===== src/rtl/div_pkg.sv =====
// div_pkg: shared constants, state encoding and adder cell
// for the sequential restoring divider.
package div_pkg;

    localparam int DIV_WIDTH = 7;
    localparam int DIV_CNT_W = $clog2(DIV_WIDTH);

    typedef enum logic [1:0] {
        IDLE = 2'd0,
        CALC = 2'd1,
        DONE = 2'd2
    } div_state_e;

    // iteration counter width for an arbitrary operand width
    function automatic int cnt_width(input int w);
        return (w > 1) ? $clog2(w) : 1;
    endfunction

    // one-bit full adder cell, returns {carry_out, sum}
    function automatic logic [1:0] full_add(
        input logic a,
        input logic b,
        input logic ci
    );
        logic s;
        logic co;
        s  = a ^ b ^ ci;
        co = (a & b) | (ci & (a ^ b));
        return {co, s};
    endfunction

endpackage


===== src/rtl/div_trial_sub.sv =====
// div_trial_sub: ripple a - b built from full adder cells
// (b inverted, carry-in 1); borrow is the inverted carry out.
module div_trial_sub
    import div_pkg::*;
#(
    parameter int N = DIV_WIDTH + 1
) (
    input  logic [N-1:0] a,
    input  logic [N-1:0] b,
    output logic [N-1:0] diff,
    output logic         borrow
);

    logic [N:0] carry;

    assign carry[0] = 1'b1;

    for (genvar i = 0; i < N; i++) begin : g_cell
        assign {carry[i+1], diff[i]} = full_add(a[i], ~b[i], carry[i]);
    end

    assign borrow = ~carry[N];

endmodule


===== src/rtl/div7_seq.sv =====
// div7_seq: sequential restoring divider, one quotient bit per clock.
// Optional DIV_DBZ_FLAG_EN: zero divisor skips CALC and raises div_by_zero.
module div7_seq
    import div_pkg::*;
#(
    parameter int WIDTH = DIV_WIDTH
) (
    input  logic             clk,
    input  logic             reset,
    input  logic             start,
    input  logic [WIDTH-1:0] dividend,
    input  logic [WIDTH-1:0] divisor,
    output logic             busy,
    output logic             done,
    output logic [WIDTH-1:0] quotient,
    output logic [WIDTH-1:0] remainder
`ifdef DIV_DBZ_FLAG_EN
    ,
    output logic             div_by_zero
`endif
);

    localparam int CW = cnt_width(WIDTH);

    div_state_e state;
    div_state_e next_state;

    logic [WIDTH-1:0] r;
    logic [WIDTH-1:0] q;
    logic [WIDTH-1:0] d;
    logic [CW-1:0]    cnt;

    logic [WIDTH:0]   r_sh;
    logic [WIDTH:0]   diff;
    logic             borrow;
    logic [WIDTH-1:0] r_next;
    logic [WIDTH-1:0] q_next;
    logic             zero_div;
    logic             unused_diff_msb;

`ifdef DIV_DBZ_FLAG_EN
    assign zero_div = (divisor == '0);
`else
    assign zero_div = 1'b0;
`endif

    // keep the bit shifted out of R so large divisors stay exact
    assign r_sh = {r, q[WIDTH-1]};

    div_trial_sub #(
        .N(WIDTH + 1)
    ) u_sub (
        .a     (r_sh),
        .b     ({1'b0, d}),
        .diff  (diff),
        .borrow(borrow)
    );

    // a successful trial always fits back into WIDTH bits
    assign unused_diff_msb = diff[WIDTH];
    assign r_next = borrow ? r_sh[WIDTH-1:0] : diff[WIDTH-1:0];
    assign q_next = {q[WIDTH-2:0], ~borrow};

    assign busy = (state != IDLE);
    assign done = (state == DONE);

    // state register
    always_ff @(posedge clk) begin
        if (reset) state <= IDLE;
        else       state <= next_state;
    end

    // next-state logic
    always_comb begin
        next_state = state;
        unique case (state)
            IDLE:    if (start) next_state = zero_div ? DONE : CALC;
            CALC:    if (cnt == '0) next_state = DONE;
            DONE:    next_state = IDLE;
            default: next_state = IDLE;
        endcase
    end

    // working registers, counter and result capture
    always_ff @(posedge clk) begin
        if (reset) begin
            r         <= '0;
            q         <= '0;
            d         <= '0;
            cnt       <= '0;
            quotient  <= '0;
            remainder <= '0;
`ifdef DIV_DBZ_FLAG_EN
            div_by_zero <= 1'b0;
`endif
        end else begin
            unique case (state)
                IDLE: begin
                    if (start) begin
                        r   <= '0;
                        q   <= dividend;
                        d   <= divisor;
                        cnt <= CW'(WIDTH - 1);
`ifdef DIV_DBZ_FLAG_EN
                        if (zero_div) begin
                            quotient    <= '1;
                            remainder   <= dividend;
                            div_by_zero <= 1'b1;
                        end
`endif
                    end
                end
                CALC: begin
                    r   <= r_next;
                    q   <= q_next;
                    cnt <= cnt - CW'(1);
                    if (cnt == '0) begin
                        quotient  <= q_next;
                        remainder <= r_next;
`ifdef DIV_DBZ_FLAG_EN
                        div_by_zero <= 1'b0;
`endif
                    end
                end
                default: ;
            endcase
        end
    end

endmodule


===== config.mk =====
export PLATFORM = sky130hd
export DESIGN_NAME = div7_seq
export DESIGN_NICKNAME = d
export VERILOG_FILES = /design/src/rtl/div_pkg.sv /design/src/rtl/div_trial_sub.sv /design/src/rtl/div7_seq.sv
export SDC_FILE = /design/constraint.sdc
export NUM_CORES = 1
export LEC_CHECK = 0
export ABC_AREA = 1
export CORE_MARGIN = 4
export CORE_UTILIZATION = 40
export DETAILED_ROUTE_END_ITERATION = 8
export SLEW_MARGIN = 25
export SYNTH_ARGS = -nofsm -noshare
export SYNTH_HDL_FRONTEND = slang
export SYNTH_SLANG_ARGS = --single-unit

===== constraint.sdc =====
create_clock -name clk -period 5.1 [get_ports clk]
set_clock_uncertainty 0.05 [all_clocks]
set_input_delay 1.53 -clock clk [delete_from_list [all_inputs] [get_ports clk]]
set_output_delay 1.53 -clock clk [all_outputs]
set_load 0.01 [all_outputs]

# Yosys cells after proc, flatten, opt, wreduce, memory -nomap -nowiden

Index checks and enable logic that the tools add are counted.

Register bits: 40
Latch bits: 0
RAM bits: 0
ROM bits: 0
Input port bits: 17
Output and inout port bits: 16
Memories: 0

$add $sub $neg: 1
Multipliers: 0
Div/mod/pow operators: 0
$lt $le $gt $ge: 0
Equal/unequal tests: 4
Shift-type cells: 0
Mux-type cells: 10
Bitwise logic cells: 44
Reduce and logical (&&, ||, !) cells: 8

Operators by type and width:

| cell                                                 | count |
|---|---|
| one-hot mux 7 bit (2 select lines)                   | 2 |
| two-way mux 7 bit                                    | 3 |
| bitwise AND 1 bit                                    | 14 |
| XOR 1 bit                                            | 13 |
| NOT 1 bit                                            | 9 |
| OR 1 bit                                             | 8 |
| AND reduction 2 bit                                  | 4 |
| one-hot mux 3 bit (2 select lines)                   | 1 |
| two-way mux 2 bit                                    | 2 |
| inequality test 2 bit (second input constant)        | 2 |
| one-hot mux 2 bit (2 select lines)                   | 1 |
| nonzero test 2 bit                                   | 2 |
| logical NOT 3 bit                                    | 1 |
| two-way mux 3 bit                                    | 1 |
| subtractor 3 x 1 -> 3 bit (second input constant)    | 1 |
| equality test 2 x 1 -> 1 bit (second input constant) | 1 |
| equality test 2 bit (second input constant)          | 1 |
| logical NOT 2 bit                                    | 1 |

# Depth between registers and ports, before layout

Gate-level depths: netlist of the first run.

Depth in word-level cells: 19
Mapped depth: 19

# Cells and area by module

From an unflattened synthesis of the first run, not the netlist that was laid out.

Cell total of the unflattened synthesis: 261
Area, all modules: 1868.0 um^2

Modules (own cells, without submodules):

| module        | instances | cells an instance | area each (um^2) | seq. area each (um^2) |
|---|---|---|---|---|
| div7_seq      | 1         | 237               | 1655.3           | 800.8 |
| div_trial_sub | 1         | 24                | 212.7            | 0.0 |

# Worst setup path before layout of the first run

OpenSTA, ideal clock, no wires.

Path type: reg2reg
From: reg q[6]
To: reg remainder[5]
Data arrival time: 3.144 ns
Setup slack: 1.790 ns
Stages on the path, launching flop included: 20
Path buffers: 2
Clock period less this slack: 3.310 ns
Cell sequence: dfxtp_1 > inv_1 > ha_1 > inv_1 > fa_1 > inv_1 > fa_1 > inv_1 > fa_1 > fa_1 > fa_1 > inv_1 > fa_1 > buf_2 > nand2_1 > buf_4 > nand2_1 > nand2_1 > nor2_1 > nor2_1

Cells in the longest elaborated chain, start to end: 17

RTL lines:

| item                                                  | RTL line        | RTL |
|---|---|---|
| start: declaration                                    | div7_seq.sv:29  | `logic [WIDTH-1:0] q;` |
| start signal: assignment                              | div7_seq.sv:101 | `q <= dividend;` |
| start signal: assignment                              | div7_seq.sv:115 | `q <= q_next;` |
| bitwise AND 1 bit / XOR 1 bit (equally long branches) | div_pkg.sv:28   | `co = (a & b) \| (ci & (a ^ b));` |
| OR 1 bit (*)                                          | div_pkg.sv:28   |  |
| bitwise AND 1 bit (*)                                 | div_pkg.sv:28   |  |
| OR 1 bit (*)                                          | div_pkg.sv:28   |  |
| bitwise AND 1 bit (*)                                 | div_pkg.sv:28   |  |
| OR 1 bit (*)                                          | div_pkg.sv:28   |  |
| bitwise AND 1 bit (*)                                 | div_pkg.sv:28   |  |
| OR 1 bit (*)                                          | div_pkg.sv:28   |  |
| bitwise AND 1 bit (*)                                 | div_pkg.sv:28   |  |
| OR 1 bit (*)                                          | div_pkg.sv:28   |  |
| bitwise AND 1 bit                                     | div_pkg.sv:28   |  |
| OR 1 bit                                              | div_pkg.sv:28   |  |
| bitwise AND 1 bit                                     | div_pkg.sv:28   |  |
| OR 1 bit                                              | div_pkg.sv:28   |  |
| bitwise AND 1 bit                                     | div_pkg.sv:28   |  |
| OR 1 bit                                              | div_pkg.sv:28   |  |
| two-way mux 7 bit (*)                                 | div7_seq.sv:61  | `assign r_next = borrow ? r_sh[WIDTH-1:0] : diff[WIDTH-1:0];` |
| end signal: assignment                                | div7_seq.sv:119 | `remainder <= r_next;` |
| end: declaration                                      | div7_seq.sv:16  | `output logic [WIDTH-1:0] remainder` |

Mark *: on every way between the ends. The rest lies on a longest branch, timed or not.
A chain may end at the register's enable or synchronous reset.

# Final worst setup path of the first run

From: reg q[6]
To: reg q[0]

Cells in the longest elaborated chain, start to end: 17

RTL lines:

| item                                                  | RTL line       | RTL |
|---|---|---|
| bitwise AND 1 bit / XOR 1 bit (equally long branches) | div_pkg.sv:28  |  |
| OR 1 bit (*)                                          | div_pkg.sv:28  |  |
| bitwise AND 1 bit (*)                                 | div_pkg.sv:28  |  |
| OR 1 bit (*)                                          | div_pkg.sv:28  |  |
| bitwise AND 1 bit (*)                                 | div_pkg.sv:28  |  |
| OR 1 bit (*)                                          | div_pkg.sv:28  |  |
| bitwise AND 1 bit (*)                                 | div_pkg.sv:28  |  |
| OR 1 bit (*)                                          | div_pkg.sv:28  |  |
| bitwise AND 1 bit (*)                                 | div_pkg.sv:28  |  |
| OR 1 bit (*)                                          | div_pkg.sv:28  |  |
| bitwise AND 1 bit (*)                                 | div_pkg.sv:28  |  |
| OR 1 bit (*)                                          | div_pkg.sv:28  |  |
| bitwise AND 1 bit (*)                                 | div_pkg.sv:28  |  |
| OR 1 bit (*)                                          | div_pkg.sv:28  |  |
| bitwise AND 1 bit (*)                                 | div_pkg.sv:28  |  |
| OR 1 bit (*)                                          | div_pkg.sv:28  |  |
| one-hot mux 7 bit (2 select lines) (*)                | div7_seq.sv:97 | `unique case (state)` |

Marked as above.

==> results of run 1 <==
==> placed cells by master, fill, tap and decap left out <==
| master | n |
|---|---|
| xnor2_1 | 1 |
| clkdlybuf4s50_1 | 32 |
| o21ai_2 | 1 |
| inv_1 | 38 |
| nor2_1 | 48 |
| a21oi_1 | 10 |
| ha_1 | 3 |
| clkbuf_8 | 7 |
| o21ai_0 | 20 |
| dfxtp_1 | 40 |
| bufinv_16 | 1 |
| nand2_1 | 81 |
| nor2_4 | 2 |
| fa_1 | 6 |
| nand3_4 | 1 |
| nand3_1 | 22 |
==> area by class of cell <==
class	instances	area (sq um)
Clock inverter	1	30.0
Sequential cell	40	801
Inverter	38	143
Tap cell	67	83.8
Fill cell	500	2290
Timing Repair Buffer	32	320
Clock buffer	7	96.3
Multi-Input combinational cell	195	960
==> power by group <==
part / switching (uW) / internal (uW)
Sequential: 18.6 / 341
Clock: 111 / 173
Combinational: 146 / 98.9
Total: 276 / 612
==> kinds of logic after synthesis <==
family | count (synthesis)
flops | 40
simple gates | 154
buf+inv | 49
compound gates | 31
xor+xnor | 1
fa+ha+maj | 9
==> flip-flops by register name, indices dropped and copies added, names as in the netlist <==
register and cells:
d 7, q 7, quotient 7, r 7, remainder 7, cnt 3, state 2
==> metrics by stage <==
step | total power (uW) | hold WS [ns] | instance area, sq um | setup slack (ns) | utilization (%)
after global routing | 954 | 0.429 | 2430 | 1.08 | 51.5
final | 888 | 0.395 | 2430 | 1.43 | 51.5
after global placement | 611 | 0.379 | 2310 | 1.48 | 48.8
after CTS | 899 | 0.397 | 2430 | 1.43 | 51.5
after floorplan | 547 | 0.369 | 1960 | 1.79 | -
after detailed placement | 613 | 0.379 | 2310 | 1.44 | 48.8
==> synth_stat cells, drive strengths merged <==
cell type	number
buf	8
inv	38
nand3	23
ha	3
o21ai	21
clkbuf	3
dfxtp	40
nor2	50
nand2	81
a21oi	10
fa	6
xnor2	1
==> worst register-to-register path, cell delays in order (launching register included) <==
cell and delay [ns]:
dfxtp_1 0.31, inv_1 0.08, ha_1 0.15, inv_1 0.04, fa_1 0.35, inv_1 0.07
fa_1 0.15, inv_1 0.05, fa_1 0.37, fa_1 0.39, fa_1 0.36, inv_1 0.07
fa_1 0.36, nand2_1 0.38, nand2_1 0.17, nand2_1 0.06, nor2_1 0.09, nor2_1 0.04
==> metal layers <==
metal	global-route usage [%]	vias up
met1	18.7	740
met5	0	-
met3	4.41	5
met2	23.5	36
met4	5.59	0
li1	-	920
==> path summary, 6_finish.rpt <==
kind / end / cells past startpoint / from / slack [ns]
worst max-delay path: q[0]$_SDFFE_PP0P_ / 17 / q[6]$_SDFFE_PP0P_ / 1.43
worst min-delay path: quotient[3]$_SDFFE_PP0P_ / 2 / q[2]$_SDFFE_PP0P_ / 0.40
worst max register to register: q[0]$_SDFFE_PP0P_ / 17 / q[6]$_SDFFE_PP0P_ / 1.43
worst min register to register: quotient[3]$_SDFFE_PP0P_ / 2 / q[2]$_SDFFE_PP0P_ / 0.40
==> out/results.ini, run 1 <==
[timing]
period_share_pct = 72.0
tns_ns = 0
slew_viol_final = 0
worst_pin_slew_ns = 0.972
max_freq_ghz = 0.272
final_hold_viol_count = 0
finalCriticalPeriod_ns = 3.67
setup_viol = 0
slew_headroom_pct = 35.2
rsz0062_at_grt = no

[route]
drtAntennaViolNets = 0
drt_drc_violations_left = 0
wl_met2_um = 1860
dr_total_vias = 1701
drt-met1-wl_um = 2000
first_iter_violations = 108
vias_per_cell = 4.48
drtPass1Iterations = 4
wire_per_inst_um = 10.9
routed.top_layer = met4
met3WireLength_um = 222
finalWirelength_um = 4160

[worst_setup_path]
crit_chain = inv_1 > ha_1 > inv_1 > fa_1 > inv_1 > fa_1 > inv_1 > fa_1 > fa_1 > fa_1 > inv_1 > fa_1 > nand2_1 > nand2_1 > nand2_1 > nor2_1 > nor2_1
worstPathArrival_ns = 3.80
critPathMaxFanout = 16
max_stage_delay_ns = 0.39
cp_top_family = adder cells
crit_required_ns = 5.22
crit_buf_inv = 5
slowest_stage = fa_1
start_kind = flop
critPathKind = flop to flop
critPathMostFrequentCell = fa_1
cp-end-kind = flop

[job]
max_cap_violations = 0

[cts]
clockBufferDepth = 2
cts_root_buffer = clkbuf_8
htree_levels = 2
cts_resized = 0
clkSlewWorstSetupHoldPaths_ns = 0.08
cts_setup_buffers = 0
cts_inserted_buffers = 5
holdBufCountCts = 0
clock_sinks = 40
clock_latency_ns = 0.30
cts_tree = yes

[grt]
grt_pass1_wl_um = 7120
grt_max_degree = 31
grt.total_usage_pct = 14.7
grt_pass1_vias = 1559
overflow = 0
antenna_found_initial = 0

[yosys]
synth-compound-area-share_pct = 7.93
ys_warn_count = 0
ys_seq_area_share_pct = 40.9
yosysTopAreaCell = dfxtp_1
synth_area_per_cell_sq_um = 6.89
synth-xor-area-share_pct = 0.448
synth_simple_gate_area_share_pct = 32.4
syn_area_sq_mm = 0.00196
synthMuxAreaShare_pct = 0
synthTopCellsByArea = dfxtp_1, nand2_1, nor2_1
syn_nets = 310
synth_top_family_by_area = simple AND/OR/NAND/NOR gates
synth_top_area_share_pct = 40.9
ys_ff_latch = 40
yosys.cell_types.count = 17
yosys.area_share.adder_pct = 8.06
syn_inst = 284

[power_and_ir_drop]
p_leak_uw = 0.00112
ir_drop_mv = 0.194
pwr_density_cell_mw_per_mm2 = 365

[placement]
place_inst = 372
dp_hpwl_um = 2890
port_buffers = 32
gp_congestion = 0.856

[finish]
nNetsFinal = 338
layout-drive-gt1-share_pct = 3.83
antennaDiodeCount = 0
syn_to_final_growth_pct = 24.4
fin_cells = 380

[worst_hold_path]
worstHoldPathType = flop to flop

[run_status]
status = finished, final reports clean

[floorplanning]
die_h_um = 77.9
dieArea_sq_mm = 0.00608
core_area_sq_mm = 0.00472
num_io_pins = 33
start_util_pct = 41.4
row_count = 25
die_w_um = 77.9

No activity file was read; power rests on OpenSTA's default activity.
==> run 2, diff against run 1 <==
==> constraint.sdc (replaced) <==
create_clock -name clk -period 3.75 [get_ports clk]
set_clock_uncertainty 0.05 [all_clocks]
set_input_delay 1.125 -clock clk [delete_from_list [all_inputs] [get_ports clk]]
set_output_delay 1.125 -clock clk [all_outputs]
set_load 0.01 [all_outputs]
==> run 2 against run 1 <==
Critical path depth grew 1; core utilization grew 0.26 points; die area is the same; total power grew 29%.
==> out/results.ini, run 2 (synthesized netlist as in run 1, its figures left out) <==
[run_status]
status = finished, final reports clean  ; unchanged

[finish]
fill_cells = 504  ; was 500
layout_commonest_cell = nand2_1  ; unchanged
utilization_pct = 51.8  ; was 51.5%
nNetsFinal = 345  ; was 338
final_cell_mix = nand2_1, nor2_1, dfxtp_1, inv_1, clkdlybuf4s50_1  ; unchanged
antennaDiodeCount = 0  ; unchanged
syn_to_final_growth_pct = 25.0  ; was 24.4%
layout-drive-gt1-share_pct = 5.00  ; was 3.83%

[cts]
cts_root_buffer = clkbuf_8  ; unchanged
cts_setup_buffers = 0  ; unchanged
cts_inserted_buffers = 5  ; unchanged
cts_resized = 0  ; unchanged
clockBufferDepth = 2  ; unchanged
cts_tree = yes  ; unchanged
htree_levels = 2  ; unchanged
holdBufCountCts = 0  ; unchanged
clkSlewWorstSetupHoldPaths_ns = 0.08  ; about the same
clock_latency_ns = 0.29  ; was 0.30 ns
clock_sinks = 40  ; unchanged

[timing]
rsz0062_at_grt = no  ; unchanged
period_share_pct = 90.0  ; was 72.0%
setup_viol = 0  ; unchanged
finalCriticalPeriod_ns = 3.37  ; was 3.67 ns
fin_ws_ns = 0.375  ; was 1.43 ns
slew_headroom_pct = 44.7  ; was 35.2%
tns_ns = 0  ; unchanged
final_hold_viol_count = 0  ; unchanged
worst_pin_slew_ns = 0.828  ; was 0.972 ns
slew_viol_final = 0  ; unchanged
max_freq_ghz = 0.296  ; was 0.272 GHz
holdWs_ns = 0.395  ; about the same

[grt]
antenna_found_initial = 0  ; unchanged
grt.total_usage_pct = 14.9  ; was 14.7%
overflow = 0  ; unchanged
grt_max_degree = 31  ; unchanged
grt_pass1_wl_um = 7160  ; was 7120 um
grt_pass1_vias = 1601  ; was 1559

[worst_hold_path]
worstHoldPathType = flop to flop  ; unchanged
worstHoldStart = q[4]$_SDFFE_PP0P_  ; was q[2]$_SDFFE_PP0P_

[worst_setup_path]
crit_path_start = q[6]$_SDFFE_PP0P_  ; unchanged
critPathMostFrequentCell = fa_1  ; unchanged
cp-end-kind = flop  ; unchanged
worstPathArrival_ns = 3.52  ; was 3.80 ns
critPathMaxFanout = 9  ; was 16
reg2reg_from = q[6]$_SDFFE_PP0P_  ; unchanged
crit_chain = inv_1 > ha_1 > inv_1 > fa_1 > inv_1 > fa_1 > inv_1 > fa_1 > fa_1 > fa_1 > inv_1 > fa_1 > nand2_1 > buf_4 > nand2_1 > nand2_1 > nor2_1 > nor2_1  ; was inv_1 > ha_1 > inv_1 > fa_1 > inv_1 > fa_1 > inv_1 > fa_1 > fa_1 > fa_1 > inv_1 > fa_1 > nand2_1 > nand2_1 > nand2_1 > nor2_1 > nor2_1
crit_required_ns = 3.89  ; was 5.22 ns
critPathKind = flop to flop  ; unchanged
start_kind = flop  ; unchanged
slowest_stage = fa_1  ; unchanged
max_stage_delay_ns = 0.39  ; about the same

[route]
finalWirelength_um = 4200  ; was 4160 um
dr_total_vias = 1713  ; was 1701
vias_per_cell = 4.43  ; was 4.48
drt_drc_violations_left = 0  ; unchanged
wire_per_inst_um = 10.8  ; was 10.9 um
drtPass1Iterations = 4  ; unchanged
first_iter_violations = 75  ; was 108
drtAntennaViolNets = 0  ; unchanged

[power_and_ir_drop]
design_power_total_uw = 1140  ; was 888 uW
ir_drop_mv = 0.206  ; was 0.194 mV
p_leak_uw = 0.00113  ; was 0.00112 uW
pwr_density_cell_mw_per_mm2 = 468  ; was 365 mW/mm^2

[floorplanning]
dieArea_sq_mm = 0.00608  ; unchanged
num_io_pins = 33  ; unchanged
start_util_pct = 41.4  ; unchanged
row_count = 25  ; unchanged
core_area_sq_mm = 0.00472  ; unchanged
die_h_um = 77.9  ; unchanged
die_w_um = 77.9  ; unchanged

[placement]
gp_congestion = 0.862  ; was 0.856
dp_hpwl_um = 3020  ; was 2890 um
dp_slack_ns = 0.373  ; was 1.44 ns
port_buffers = 32  ; unchanged

[job]
max_cap_violations = 0  ; unchanged

## run 2: cell count changes in the layout (fill, tap and decap cells not counted)
| cell | previous run | this run |
|---|---|---|
| bufinv_16 | 1 | 0 |
| o21ai_1 | 0 | 1 |
| o21ai_2 | 1 | 0 |
| clkbuf_1 | 0 | 2 |
| clkbuf_8 | 7 | 6 |
| buf_4 | 0 | 7 |
## run 2: area by class of cell
class | count | area (sq um) | area share [%]
multi-input combinational | 195 | 956 | 39.1
inverter | 38 | 143 | 5.83
sequential | 40 | 801 | 32.7
tap | 67 | 83.8 | 3.43
clock buffer | 8 | 90.1 | 3.68
timing repair buffer | 39 | 373 | 15.2
## run 2: power breakdown
group	leakage, uW	switching [uW]	internal, uW
combinational	0.000760	201	159
clock	0.0000455	145	150
sequential	0.000328	25.4	464
total	0.00113	372	773
## run 2: per-layer routing
| layer | global-route usage, % | part of all wire (%) | vias up |
|---|---|---|---|
| met5 | 0 | 0 | - |
| met4 | 5.77 | 0.93 | 0 |
| met3 | 4.41 | 5.6 | 4 |
| met2 | 26.1 | 48 | 33 |
| met1 | 16.9 | 45 | 743 |
| li1 | - | - | 933 |
## run 2: through the flow
| step | cells | area (sq um) |
|---|---|---|
| finish | 387 | 2450 |
| global route | 387 | 2450 |
| CTS | 387 | 2450 |
| detailed placement | 379 | 2360 |
| global placement | 379 | 2360 |
| floorplan | 284 | 1960 |
## run 2: worst paths after layout
| check | to | slack (ns) | cells after the start |
|---|---|---|---|
| worst max-delay path | q[0]$_SDFFE_PP0P_ | 0.38 | 18 |
| worst min-delay path | quotient[5]$_SDFFE_PP0P_ | 0.39 | 2 |
| worst max register to register | q[0]$_SDFFE_PP0P_ | 0.38 | 18 |
| worst min register to register | quotient[5]$_SDFFE_PP0P_ | 0.39 | 2 |
## run 2: critical path: cells and delay by family, from the launching register on
| kind | cells | cell delay (ns) |
|---|---|---|
| fa+ha+maj | 7 | 2.06 |
| buf+inv | 6 | 0.51 |
| flops | 1 | 0.31 |
| simple gates | 5 | 0.35 |
==> run 3, diff against run 2 <==
==> constraint.sdc (replaced) <==
create_clock -name clk -period 3.75 [get_ports clk]
set_clock_uncertainty 0.05 [all_clocks]
set_input_delay 1.125 -clock clk [delete_from_list [all_inputs] [get_ports clk]]
set_output_delay 1.125 -clock clk [all_outputs]
set_load 0.1 [all_outputs]
==> run 3 against run 2 <==
Register-to-register slack got worse by 0.07 ns; combinational power up 20%; final cell count fell by 0.52%; non-clock buffer count down 2; via count increased by 0.99%; setup slack worse by 0.069 ns; core utilization decreased by 1.1 points; maximum frequency is 2.0% lower; worst hold slack gained 0.0030 ns; clock power increased by 1%; wire length rose by 3.2%.
==> out/results.ini, run 3 (synthesized netlist as in run 1, its figures left out) <==
[run_status]
status = finished, final reports clean  ; unchanged

[worst_setup_path]
critPathMaxFanout = 9  ; unchanged
crit_required_ns = 3.89  ; about the same
crit_chain = inv_1 > ha_1 > inv_1 > fa_1 > inv_1 > fa_1 > inv_1 > fa_1 > fa_1 > fa_1 > inv_1 > fa_2 > nand2_1 > buf_4 > nand2_1 > nand2_1 > nor2_1 > nor2_1  ; was inv_1 > ha_1 > inv_1 > fa_1 > inv_1 > fa_1 > inv_1 > fa_1 > fa_1 > fa_1 > inv_1 > fa_1 > nand2_1 > buf_4 > nand2_1 > nand2_1 > nor2_1 > nor2_1
critPathKind = flop to flop  ; unchanged
reg2reg_slack_ns = 0.31  ; was 0.38 ns
cp-end-kind = flop  ; unchanged
start_kind = flop  ; unchanged
r2r_end = remainder[5]$_SDFFE_PP0P_  ; was q[0]$_SDFFE_PP0P_
reg2reg_from = q[6]$_SDFFE_PP0P_  ; unchanged
max_stage_delay_ns = 0.40  ; was 0.39 ns
worstPathArrival_ns = 3.59  ; was 3.52 ns
cp_top_family = adder cells  ; unchanged
crit_buf_inv = 6  ; unchanged
rr_worst_depth = 18  ; unchanged
slowest_stage = fa_1  ; unchanged

[timing]
setup_viol = 0  ; unchanged
fin_ws_ns = 0.307  ; was 0.375 ns
rsz0062_at_grt = no  ; unchanged
max_freq_ghz = 0.290  ; was 0.296 GHz
worst_pin_slew_ns = 0.853  ; was 0.828 ns
finalCriticalPeriod_ns = 3.44  ; was 3.37 ns
period_share_pct = 91.8  ; was 90.0%
final_hold_viol_count = 0  ; unchanged
slew_headroom_pct = 43.1  ; was 44.7%
slew_viol_final = 0  ; unchanged
tns_ns = 0  ; unchanged

[floorplanning]
row_count = 25  ; unchanged
core_area_sq_mm = 0.00472  ; unchanged
num_io_pins = 33  ; unchanged
start_util_pct = 41.4  ; unchanged
die_h_um = 77.9  ; unchanged
dieArea_sq_mm = 0.00608  ; unchanged
die_w_um = 77.9  ; unchanged

[route]
drtAntennaViolNets = 0  ; unchanged
finalWirelength_um = 4330  ; was 4200 um
drt_drc_violations_left = 0  ; unchanged
first_iter_violations = 51  ; was 75
vias_per_cell = 4.49  ; was 4.43
wire_per_inst_um = 11.2  ; was 10.8 um
drtPass1Iterations = 4  ; unchanged
dr_total_vias = 1730  ; was 1713

[power_and_ir_drop]
pwr_density_cell_mw_per_mm2 = 509  ; was 468 mW/mm^2
ir_drop_mv = 0.205  ; was 0.206 mV
p_leak_uw = 0.00116  ; was 0.00113 uW

[finish]
nNetsFinal = 343  ; was 345
syn_to_final_growth_pct = 22.4  ; was 25.0%
final_cell_mix = nand2_1, nor2_1, dfxtp_1, inv_1, nand3_1  ; was nand2_1, nor2_1, dfxtp_1, inv_1, clkdlybuf4s50_1
layout_commonest_cell = nand2_1  ; unchanged
fill_cells = 513  ; was 504
antennaDiodeCount = 0  ; unchanged
layout-drive-gt1-share_pct = 10.4  ; was 5.00%

[worst_hold_path]
worstHoldStart = q[1]$_SDFFE_PP0P_  ; was q[4]$_SDFFE_PP0P_
worstHoldPathType = flop to flop  ; unchanged
whs_path_depth = 2  ; unchanged
hold_end = quotient[2]$_SDFFE_PP0P_  ; was quotient[5]$_SDFFE_PP0P_

[grt]
overflow = 0  ; unchanged
antenna_found_initial = 0  ; unchanged
grt_pass1_wl_um = 7470  ; was 7160 um
grt_pass1_vias = 1638  ; was 1601
grt_max_degree = 31  ; unchanged
grt.total_usage_pct = 15.6  ; was 14.9%

[cts]
cts_inserted_buffers = 5  ; unchanged
clock_latency_ns = 0.30  ; was 0.29 ns
cts_root_buffer = clkbuf_8  ; unchanged
holdBufCountCts = 0  ; unchanged
htree_levels = 2  ; unchanged
cts_tree = yes  ; unchanged
clock_sinks = 40  ; unchanged
clockBufferDepth = 2  ; unchanged
clkSlewWorstSetupHoldPaths_ns = 0.08  ; about the same

[job]
max_cap_violations = 0  ; unchanged

[placement]
gp_congestion = 0.848  ; was 0.862
dp_hpwl_um = 3070  ; was 3020 um
dp_slack_ns = 0.255  ; was 0.373 ns
port_buffers = 32  ; unchanged

-- run 3: changes by cell type in the layout (fill, tap and decap cells not counted), sizes merged --
cell and change:
clkbuf -2, clkinv +2, buf +14, clkdlybuf4s50 -16
-- run 3: per-stage QoR --
stage                     cell area [sq um]  util (%)  hold slack [ns]  cells  total power (uW)
after floorplan                        1960         -            0.369    284               821
after global placement                 2300      48.7            0.378    377               925
after detailed placement               2300      48.7            0.380    377               930
after CTS                              2390      50.7            0.398    385              1240
after global routing                   2400      50.7            0.430    385              1310
final                                  2400      50.7            0.398    385              1220
-- run 3: worst max-delay path by stage --
stage	from	endpoint	depth (start not counted)
2_1_floorplan	q[6]$_SDFFE_PP0P_	remainder[5]$_SDFFE_PP0P_	19
3_3_place_gp	q[6]$_SDFFE_PP0P_	r[3]$_SDFFE_PP0P_	17
3_5_place_dp	q[6]$_SDFFE_PP0P_	remainder[5]$_SDFFE_PP0P_	18
4_1_cts	q[6]$_SDFFE_PP0P_	remainder[5]$_SDFFE_PP0P_	18
5_1_grt	q[6]$_SDFFE_PP0P_	q[0]$_SDFFE_PP0P_	18
6_report	q[6]$_SDFFE_PP0P_	remainder[5]$_SDFFE_PP0P_	18
-- run 3: routing by layer --
layer	wire [um]	track usage [%]	share of wire, %	vias to the layer above
met1	2050	19.1	47	752
met3	229	4.41	5.3	11
met2	1940	25.3	45	41
met5	0	0	0	-
met4	109	7.34	2.5	0
li1	-	-	-	926
-- run 3: area by class of cell --
class / instances / area (sq um) / share of cell area [%]
Clock inverter: 2 / 10.0 / 0.418
Timing Repair Buffer: 37 / 318 / 13.3
Multi-Input combinational cell: 195 / 958 / 40.0
Clock buffer: 6 / 82.6 / 3.45
Tap cell: 67 / 83.8 / 3.50
Inverter: 38 / 143 / 5.95
Sequential cell: 40 / 801 / 33.4
-- run 3: repair_timing --
action | in CTS | in global routing
setup endpoints to repair | 0 | 4
setup buffers | 0 | 0
gates resized for setup | 0 | 1
-- run 3: where the power goes --
part / leakage (uW) / internal [uW] / switching (uW)
registers: 0.000328 / 464 / 25.2
logic: 0.000781 / 150 / 283
clock network: 0.0000510 / 147 / 152
-- run 3: worst min-delay path, cell delays in order, from the launching register on --
cell and delay (ns):
dfxtp_1 0.31, nand2_1 0.06, nand2_1 0.04
